$ cat src/rtl/game_scene_ctrl_if.sv
// ---------------------------------------------------------------------------
// game_scene_ctrl_if
// Event and renderer-configuration bundle between game logic and the
// scene controller. The game-logic side (master) drives the one-cycle
// event pulses and the start level; the controller (slave) drives the
// registered scene/life/score/visibility outputs.
// Revision: 1.0
// ---------------------------------------------------------------------------
`default_nettype none

interface game_scene_ctrl_if;
  logic       start;
  logic       frame_tick;
  logic       player_hit;
  logic       enemy_kill;
  logic       boss_kill;
  logic [1:0] scene;
  logic [1:0] life;
  logic [3:0] score0;
  logic [3:0] score1;
  logic [3:0] score2;
  logic [3:0] score3;
  logic       reimuE;
  logic       game_active;

  modport master (
    output start, frame_tick, player_hit, enemy_kill, boss_kill,
    input  scene, life, score0, score1, score2, score3, reimuE, game_active
  );

  modport slave (
    input  start, frame_tick, player_hit, enemy_kill, boss_kill,
    output scene, life, score0, score1, score2, score3, reimuE, game_active
  );
endinterface

`default_nettype wire

$ cat src/rtl/game_scene_ctrl.sv
// ---------------------------------------------------------------------------
// game_scene_ctrl
// Game-flow controller feeding the VGA renderer: sequences
// TITLE -> PLAY -> OVER/CLEAR -> TITLE, tracks lives and a four-digit
// saturating BCD score, and drives the player sprite enable.
// Optional feature macro: SCENE_CTRL_INVULN_EN (post-hit invulnerability
// window with sprite blink). Without it every hit in PLAY is accepted.
// Revision: 1.0
// ---------------------------------------------------------------------------
`default_nettype none

module game_scene_ctrl #(
  parameter int         INVULN_FRAMES = 120,
  parameter int         BLINK_SHIFT   = 2,
  parameter int         HOLD_FRAMES   = 60,
  parameter logic [3:0] ENM_PTS       = 4'd1,
  parameter logic [3:0] BOSS_PTS      = 4'd5
) (
  input wire logic         clk_25m,
  input wire logic         rst,
  game_scene_ctrl_if.slave bus
);

  // Elaboration-time parameter range guards
  if (INVULN_FRAMES < 1 || INVULN_FRAMES > 255) begin : g_bad_invuln
    $error("INVULN_FRAMES must be 1..255");
  end
  if (BLINK_SHIFT < 0 || BLINK_SHIFT > 7) begin : g_bad_blink
    $error("BLINK_SHIFT must be 0..7");
  end
  if (HOLD_FRAMES < 1 || HOLD_FRAMES > 255) begin : g_bad_hold
    $error("HOLD_FRAMES must be 1..255");
  end
  if (ENM_PTS > 4'd9 || BOSS_PTS > 4'd9) begin : g_bad_pts
    $error("ENM_PTS and BOSS_PTS must be BCD 0..9");
  end

  typedef enum logic [1:0] {
    TITLE = 2'b00,
    PLAY  = 2'b01,
    OVER  = 2'b10,
    CLEAR = 2'b11
  } scene_t;

  localparam logic [7:0] c_hold = 8'(HOLD_FRAMES);

  scene_t     r_scene;
  logic [1:0] r_life;
  logic [3:0] r_d0, r_d1, r_d2, r_d3;
  logic       r_reimu;
  logic       r_active;
  logic [7:0] r_hold;
  logic       r_start_q;

  logic       w_start_edge;
  logic       w_hit_ok;
  logic       w_play_vis;

  assign w_start_edge = bus.start & ~r_start_q;

  // Decimal score adder: enemy points at units, boss points at hundreds,
  // ripple carry through all four digits, saturate to 9999 on overflow
  logic [4:0] w_sum0, w_sum1, w_sum2, w_sum3;
  logic       w_c0, w_c1, w_c2, w_c3;
  logic [3:0] w_n0, w_n1, w_n2, w_n3;

  always_comb begin
    w_sum0 = {1'b0, r_d0} + (bus.enemy_kill ? {1'b0, ENM_PTS} : 5'd0);
    w_c0   = (w_sum0 >= 5'd10);
    w_n0   = w_c0 ? 4'(w_sum0 - 5'd10) : w_sum0[3:0];

    w_sum1 = {1'b0, r_d1} + {4'd0, w_c0};
    w_c1   = (w_sum1 >= 5'd10);
    w_n1   = w_c1 ? 4'(w_sum1 - 5'd10) : w_sum1[3:0];

    w_sum2 = {1'b0, r_d2} + (bus.boss_kill ? {1'b0, BOSS_PTS} : 5'd0) + {4'd0, w_c1};
    w_c2   = (w_sum2 >= 5'd10);
    w_n2   = w_c2 ? 4'(w_sum2 - 5'd10) : w_sum2[3:0];

    w_sum3 = {1'b0, r_d3} + {4'd0, w_c2};
    w_c3   = (w_sum3 >= 5'd10);
    w_n3   = w_c3 ? 4'(w_sum3 - 5'd10) : w_sum3[3:0];

    if (w_c3) begin
      w_n0 = 4'd9;
      w_n1 = 4'd9;
      w_n2 = 4'd9;
      w_n3 = 4'd9;
    end
  end

`ifdef SCENE_CTRL_INVULN_EN
  localparam logic [7:0] c_invuln = 8'(INVULN_FRAMES);

  logic [7:0] r_inv_cnt;
  logic [7:0] w_inv_next;

  assign w_hit_ok = bus.player_hit & (r_inv_cnt == 8'd0);

  // Next invulnerability count: a non-fatal accepted hit reloads the window
  // and takes precedence over the frame decrement in the same cycle
  always_comb begin
    if (r_scene == PLAY && w_hit_ok && r_life != 2'd1) begin
      w_inv_next = c_invuln;
    end else if (bus.frame_tick && r_inv_cnt != 8'd0) begin
      w_inv_next = r_inv_cnt - 8'd1;
    end else begin
      w_inv_next = r_inv_cnt;
    end
  end

  // Sprite blinks on bit BLINK_SHIFT of the count, solid when it reaches zero
  assign w_play_vis = (w_inv_next == 8'd0) | ~w_inv_next[BLINK_SHIFT];

  // Invulnerability counter register, cleared at the start of each game
  always_ff @(posedge clk_25m) begin
    if (rst) begin
      r_inv_cnt <= 8'd0;
    end else if (r_scene == TITLE && w_start_edge) begin
      r_inv_cnt <= 8'd0;
    end else begin
      r_inv_cnt <= w_inv_next;
    end
  end
`else
  assign w_hit_ok   = bus.player_hit;
  assign w_play_vis = 1'b1;
`endif

  // Scene state machine with lives, score, hold timer and registered outputs.
  // start_q follows start even during reset so a button held through reset
  // does not register as a press until it is released and pressed again.
  always_ff @(posedge clk_25m) begin
    r_start_q <= bus.start;
    if (rst) begin
      r_scene  <= TITLE;
      r_life   <= 2'd3;
      r_d0     <= 4'd0;
      r_d1     <= 4'd0;
      r_d2     <= 4'd0;
      r_d3     <= 4'd0;
      r_reimu  <= 1'b0;
      r_active <= 1'b0;
      r_hold   <= 8'd0;
    end else begin
      case (r_scene)
        TITLE: begin
          if (w_start_edge) begin
            r_scene  <= PLAY;
            r_life   <= 2'd3;
            r_d0     <= 4'd0;
            r_d1     <= 4'd0;
            r_d2     <= 4'd0;
            r_d3     <= 4'd0;
            r_reimu  <= 1'b1;
            r_active <= 1'b1;
          end
        end
        PLAY: begin
          if (bus.enemy_kill || bus.boss_kill) begin
            r_d0 <= w_n0;
            r_d1 <= w_n1;
            r_d2 <= w_n2;
            r_d3 <= w_n3;
          end
          if (w_hit_ok && r_life == 2'd1) begin
            // Losing the last life wins over a simultaneous boss kill
            r_life   <= 2'd0;
            r_scene  <= OVER;
            r_hold   <= 8'd0;
            r_reimu  <= 1'b0;
            r_active <= 1'b0;
          end else begin
            if (w_hit_ok) begin
              r_life <= r_life - 2'd1;
            end
            if (bus.boss_kill) begin
              r_scene  <= CLEAR;
              r_hold   <= 8'd0;
              r_reimu  <= 1'b0;
              r_active <= 1'b0;
            end else begin
              r_reimu <= w_play_vis;
            end
          end
        end
        default: begin
          if (w_start_edge && r_hold == c_hold) begin
            r_scene <= TITLE;
          end else if (bus.frame_tick && r_hold != c_hold) begin
            r_hold <= r_hold + 8'd1;
          end
        end
      endcase
    end
  end

  assign bus.scene       = r_scene;
  assign bus.life        = r_life;
  assign bus.score0      = r_d0;
  assign bus.score1      = r_d1;
  assign bus.score2      = r_d2;
  assign bus.score3      = r_d3;
  assign bus.reimuE      = r_reimu;
  assign bus.game_active = r_active;

endmodule

`default_nettype wire
$ cat src/flat_wrapper.sv
// flat-port wrapper written by rule: the top's interface ports become plain ports
module game_scene_ctrl_flat 
#(
  parameter int         INVULN_FRAMES = 120,
  parameter int         BLINK_SHIFT   = 2,
  parameter int         HOLD_FRAMES   = 60,
  parameter logic [3:0] ENM_PTS       = 4'd1,
  parameter logic [3:0] BOSS_PTS      = 4'd5
)
  (clk_25m, rst, bus_start, bus_frame_tick, bus_player_hit, bus_enemy_kill, bus_boss_kill, bus_scene, bus_life, bus_score0, bus_score1, bus_score2, bus_score3, bus_reimuE, bus_game_active);
  game_scene_ctrl_if bus_i ();
  input wire logic clk_25m;
  input wire logic rst;
  input wire logic [$bits(bus_i.start)-1:0] bus_start;
  input wire logic [$bits(bus_i.frame_tick)-1:0] bus_frame_tick;
  input wire logic [$bits(bus_i.player_hit)-1:0] bus_player_hit;
  input wire logic [$bits(bus_i.enemy_kill)-1:0] bus_enemy_kill;
  input wire logic [$bits(bus_i.boss_kill)-1:0] bus_boss_kill;
  output wire logic [$bits(bus_i.scene)-1:0] bus_scene;
  output wire logic [$bits(bus_i.life)-1:0] bus_life;
  output wire logic [$bits(bus_i.score0)-1:0] bus_score0;
  output wire logic [$bits(bus_i.score1)-1:0] bus_score1;
  output wire logic [$bits(bus_i.score2)-1:0] bus_score2;
  output wire logic [$bits(bus_i.score3)-1:0] bus_score3;
  output wire logic [$bits(bus_i.reimuE)-1:0] bus_reimuE;
  output wire logic [$bits(bus_i.game_active)-1:0] bus_game_active;
  assign bus_i.start = bus_start;
  assign bus_i.frame_tick = bus_frame_tick;
  assign bus_i.player_hit = bus_player_hit;
  assign bus_i.enemy_kill = bus_enemy_kill;
  assign bus_i.boss_kill = bus_boss_kill;
  assign bus_scene = bus_i.scene;
  assign bus_life = bus_i.life;
  assign bus_score0 = bus_i.score0;
  assign bus_score1 = bus_i.score1;
  assign bus_score2 = bus_i.score2;
  assign bus_score3 = bus_i.score3;
  assign bus_reimuE = bus_i.reimuE;
  assign bus_game_active = bus_i.game_active;
  game_scene_ctrl #(.INVULN_FRAMES(INVULN_FRAMES), .BLINK_SHIFT(BLINK_SHIFT), .HOLD_FRAMES(HOLD_FRAMES), .ENM_PTS(ENM_PTS), .BOSS_PTS(BOSS_PTS)) u_core (.clk_25m(clk_25m), .rst(rst), .bus(bus_i));
endmodule
$ cat config.mk
export PLATFORM = sky130hd
export DESIGN_NAME = game_scene_ctrl_flat
export DESIGN_NICKNAME = d
export VERILOG_FILES = /design/src/rtl/game_scene_ctrl_if.sv /design/src/rtl/game_scene_ctrl.sv /design/src/flat_wrapper.sv
export SDC_FILE = /design/constraint.sdc
export NUM_CORES = 1
export LEC_CHECK = 0
export ABC_AREA = 1
export BUFFER_PORTS_ARGS = -buffer_cell sky130_fd_sc_hd__buf_2
export CAP_MARGIN = 15
export CORE_ASPECT_RATIO = 0.75
export CORE_MARGIN = 4
export CORE_UTILIZATION = 40
export CTS_CLUSTER_SIZE = 30
export DETAILED_ROUTE_END_ITERATION = 7
export SLEW_MARGIN = 15
export SYNTH_ARGS = -nofsm -noshare
export SYNTH_HDL_FRONTEND = slang
export SYNTH_SLANG_ARGS = --single-unit
$ cat constraint.sdc
create_clock -name clk_25m -period 5.3 [get_ports clk_25m]
set_input_delay 1.06 -clock clk_25m [delete_from_list [all_inputs] [get_ports clk_25m]]
set_output_delay 1.06 -clock clk_25m [all_outputs]
set_load 0.03 [all_outputs]
==> results.py <==
metrics = {
    "outcome": {
        "status": "complete, no violations",
    },
    "run": {
        "drv_cap": 0,
    },
    "hold_path": {
        "hold_class": "register to register",
    },
    "timing": {
        "slew_headroom": 0.609,
        "slew_violations": 0,
        "setup_viol_count_final": 0,
        "min_period_over_period": 0.975,
        "worst_hold_slack_ns": 0.475,
        "fin_skew_ns": 0.00324,
        "max_freq_mhz": 194,
        "hold_viol_final": 0,
        "fin_crit_ns": 5.17,
        "worst_pin_slew_ns": 0.586,
    },
    "synthesis": {
        "synth.ff_latch_count": 31,
        "yosysWarnings": 0,
        "syn_nets": 322,
        "synthCells": 300,
        "syn_area_sq_um": 2000,
        "ys_types": 30,
        "syn_avg_cell_area_sq_um": 6.66,
        "ys_seq_area_frac": 0.310,
    },
    "global_route": {
        "grt_pass1_wl_mm": 8.20,
        "grt_antenna_before_repair": 0,
        "met3_usage": 0.0368,
        "first_global_vias": 1760,
        "busiest_layer": "met1",
        "grt_use_total": 0.166,
        "met2_usage": 0.220,
        "grt_max_degree": 27,
        "grt_overflow": 0,
        "grt_util_met1": 0.259,
    },
    "floorplanning": {
        "die-area_sq_um": 6210,
        "num_rows": 21,
        "initial_core_util": 0.430,
        "coreArea_sq_um": 4650,
        "ios": 29,
        "fp.dieW_um": 89.6,
        "fp.dieH_um": 69.2,
    },
    "power": {
        "comb_power_share": 0.256,
        "max-vdd-ir-drop_v": 0.000101,
        "leakage_nw": 1.22,
        "finalPower_mw": 0.690,
        "power.switching_mw": 0.229,
        "power_density_nw_per_um2": 254,
        "seqPwrFrac": 0.380,
        "p_sw_frac": 0.332,
        "power.share.clock": 0.363,
        "internal-power_mw": 0.461,
    },
    "layout": {
        "antenna_cells": 0,
        "area_growth_pct": 35.8,
        "drive_gt1_frac": 0.319,
        "fin_nets": 382,
        "fin_area_sq_um": 2720,
    },
    "routing": {
        "vias": 2014,
        "drt_iter0_drc": 65,
        "drc_errors": 0,
        "wl_per_cell_um": 12.3,
        "drtPass1Iterations": 4,
        "wl_mm": 5.14,
        "via_per_inst": 4.82,
        "drtAntennaViolNets": 0,
    },
    "setup_path": {
        "cpPeakStageDelay_ns": 0.37,
        "crit_fanout": 6,
        "end_kind": "register",
        "path_class": "input pin to register",
        "cp_common_cell": "nand2_2",
        "arrival_ns": 5.38,
        "crit_slowest_cell": "fa_2",
        "critPathRequiredTime_ns": 5.52,
        "worstSetupStartpointType": "input pin",
    },
    "cts": {
        "cts_max_level": 2,
        "max-clock-path-buffers": 2,
        "clock_sinks": 31,
        "path_clk_slew_ns": 0.07,
        "cts_hold_buffers": 0,
        "cts_tree": "done",
        "clkLatencyLatePin_ns": 0.29,
        "cts_root_buf": "clkbuf_8",
        "numCtsBuffers": 5,
    },
    "place": {
        "port_buffers": 28,
        "routabilityCongestion": 0.846,
        "placedInstanceArea_sq_um": 2410,
        "dp_hpwl_mm": 3.61,
    },
}
==> stage by stage <==
stage / setup TNS (ns) / util / std cells / worst slack [ns]
2_1_floorplan: 0 / - / 300 / 0.0163
5_1_grt: -1.51 / 0.584 / 418 / -0.160
6_report: 0 / 0.584 / 418 / 0.134
3_5_place_dp: -4.09 / 0.518 / 403 / -0.343
3_3_place_gp: -2.65 / 0.518 / 403 / -0.249
4_1_cts: 0 / 0.545 / 411 / 0.0217
==> layout by cell type, fill, tap and decap left out, drive strengths merged <==
cell,instances
bufinv,1
nor3,5
buf,58
and2,1
xor2,3
clkinv,1
nand3b,1
nand4,7
o21ai,15
nand2,97
clkbuf,6
inv,39
xnor2,1
dfxtp,31
nor3b,1
nor2,20
nand3,27
ha,14
or2,2
o211ai,1
a21oi,29
fa,1
==> power groups by stage <==
stage	registers [mW]	logic, mW	clock network [mW]
final	0.262	0.177	0.251
after global routing	0.265	0.198	0.267
after CTS	0.260	0.170	0.259
after detailed placement	0.266	0.170	0
after global placement	0.266	0.170	0
after floorplan	0.286	0.102	0
==> cell families after synthesis <==
| logic type | Yosys count | synth area share |
|---|---|---|
| simple gates | 161 | 0.373 |
| compound gates | 45 | 0.114 |
| buf+inv | 44 | 0.0876 |
| flops | 31 | 0.310 |
| fa+ha+maj | 15 | 0.0976 |
| xor+xnor | 4 | 0.0175 |
==> worst max-delay path: cells and delay by family <==
family	cells	cell delay, ns
adder cells (fa/ha/maj)	11	1.92
AND/OR/NAND/NOR	21	1.88
buffers and inverters	6	0.38
AO/OA/AOI/OAI	1	0.13
==> flip-flops by register name (all words and copies together) (netlist names) <==
| signal | flops |
|---|---|
| u_core.r_start_q | 1 |
| u_core.bus.reimuE | 1 |
| u_core.bus.score1 | 4 |
| u_core.bus.score0 | 4 |
| u_core.bus.life | 2 |
| u_core.bus.score3 | 4 |
| u_core.r_hold | 8 |
| u_core.bus.score2 | 4 |
| u_core.bus.game_active | 1 |
| u_core.bus.scene | 2 |
==> layout make-up <==
| class | count | area, sq um |
|---|---|---|
| Tap cell | 57 | 71.3 |
| Clock inverter | 2 | 35.0 |
| Clock buffer | 6 | 82.6 |
| Fill cell | 440 | 1940 |
| Sequential cell | 31 | 621 |
| Timing Repair Buffer | 58 | 365 |
| Inverter | 39 | 151 |
| Multi-Input combinational cell | 225 | 1390 |
==> worst paths after layout <==
path,start,to,slack [ns],cells past startpoint
setup / recovery,bus_enemy_kill,u_core.bus.score2[2],0.13,39
hold / removal,u_core.bus.reimuE,u_core.bus.reimuE,0.47,2
setup reg to reg,u_core.bus.score0[0],u_core.bus.score2[2],0.59,37
hold reg to reg,u_core.bus.reimuE,u_core.bus.reimuE,0.47,2
==> Yosys cell counts (all sizes together) <==
master / instances / area [sq um]
nor3: 5 / 35.0
clkbuf: 3 / 11.3
nor3b: 1 / 7.51
o211ai: 1 / 7.51
nand3b: 1 / 7.51
ha: 14 / 175
xnor2: 1 / 8.76
fa: 1 / 20.0
nand3: 27 / 135
a21oi: 29 / 145
xor2: 3 / 26.3
inv: 39 / 149
dfxtp: 31 / 621
nor2: 20 / 121
nand2: 97 / 374
o21ai: 15 / 75.1
nand4: 7 / 43.8
buf: 2 / 15.0
and2: 1 / 6.26
or2: 2 / 15.0
==> layer usage <==
layer | wire length, um | up-vias
li1 | - | 1094
met1 | 2810 | 884
met2 | 2110 | 29
met3 | 163 | 7
met4 | 65 | 0
met5 | 0 | -
==> timing repair <==
| action | CTS | global route |
|---|---|---|
| pin swaps | 1 | 14 |
| buffers inserted | 0 | 7 |
| setup endpoints to repair | 6 | 16 |
| gates resized for setup | 1 | 31 |
Note: power is estimated with default switching activity, not from simulation.
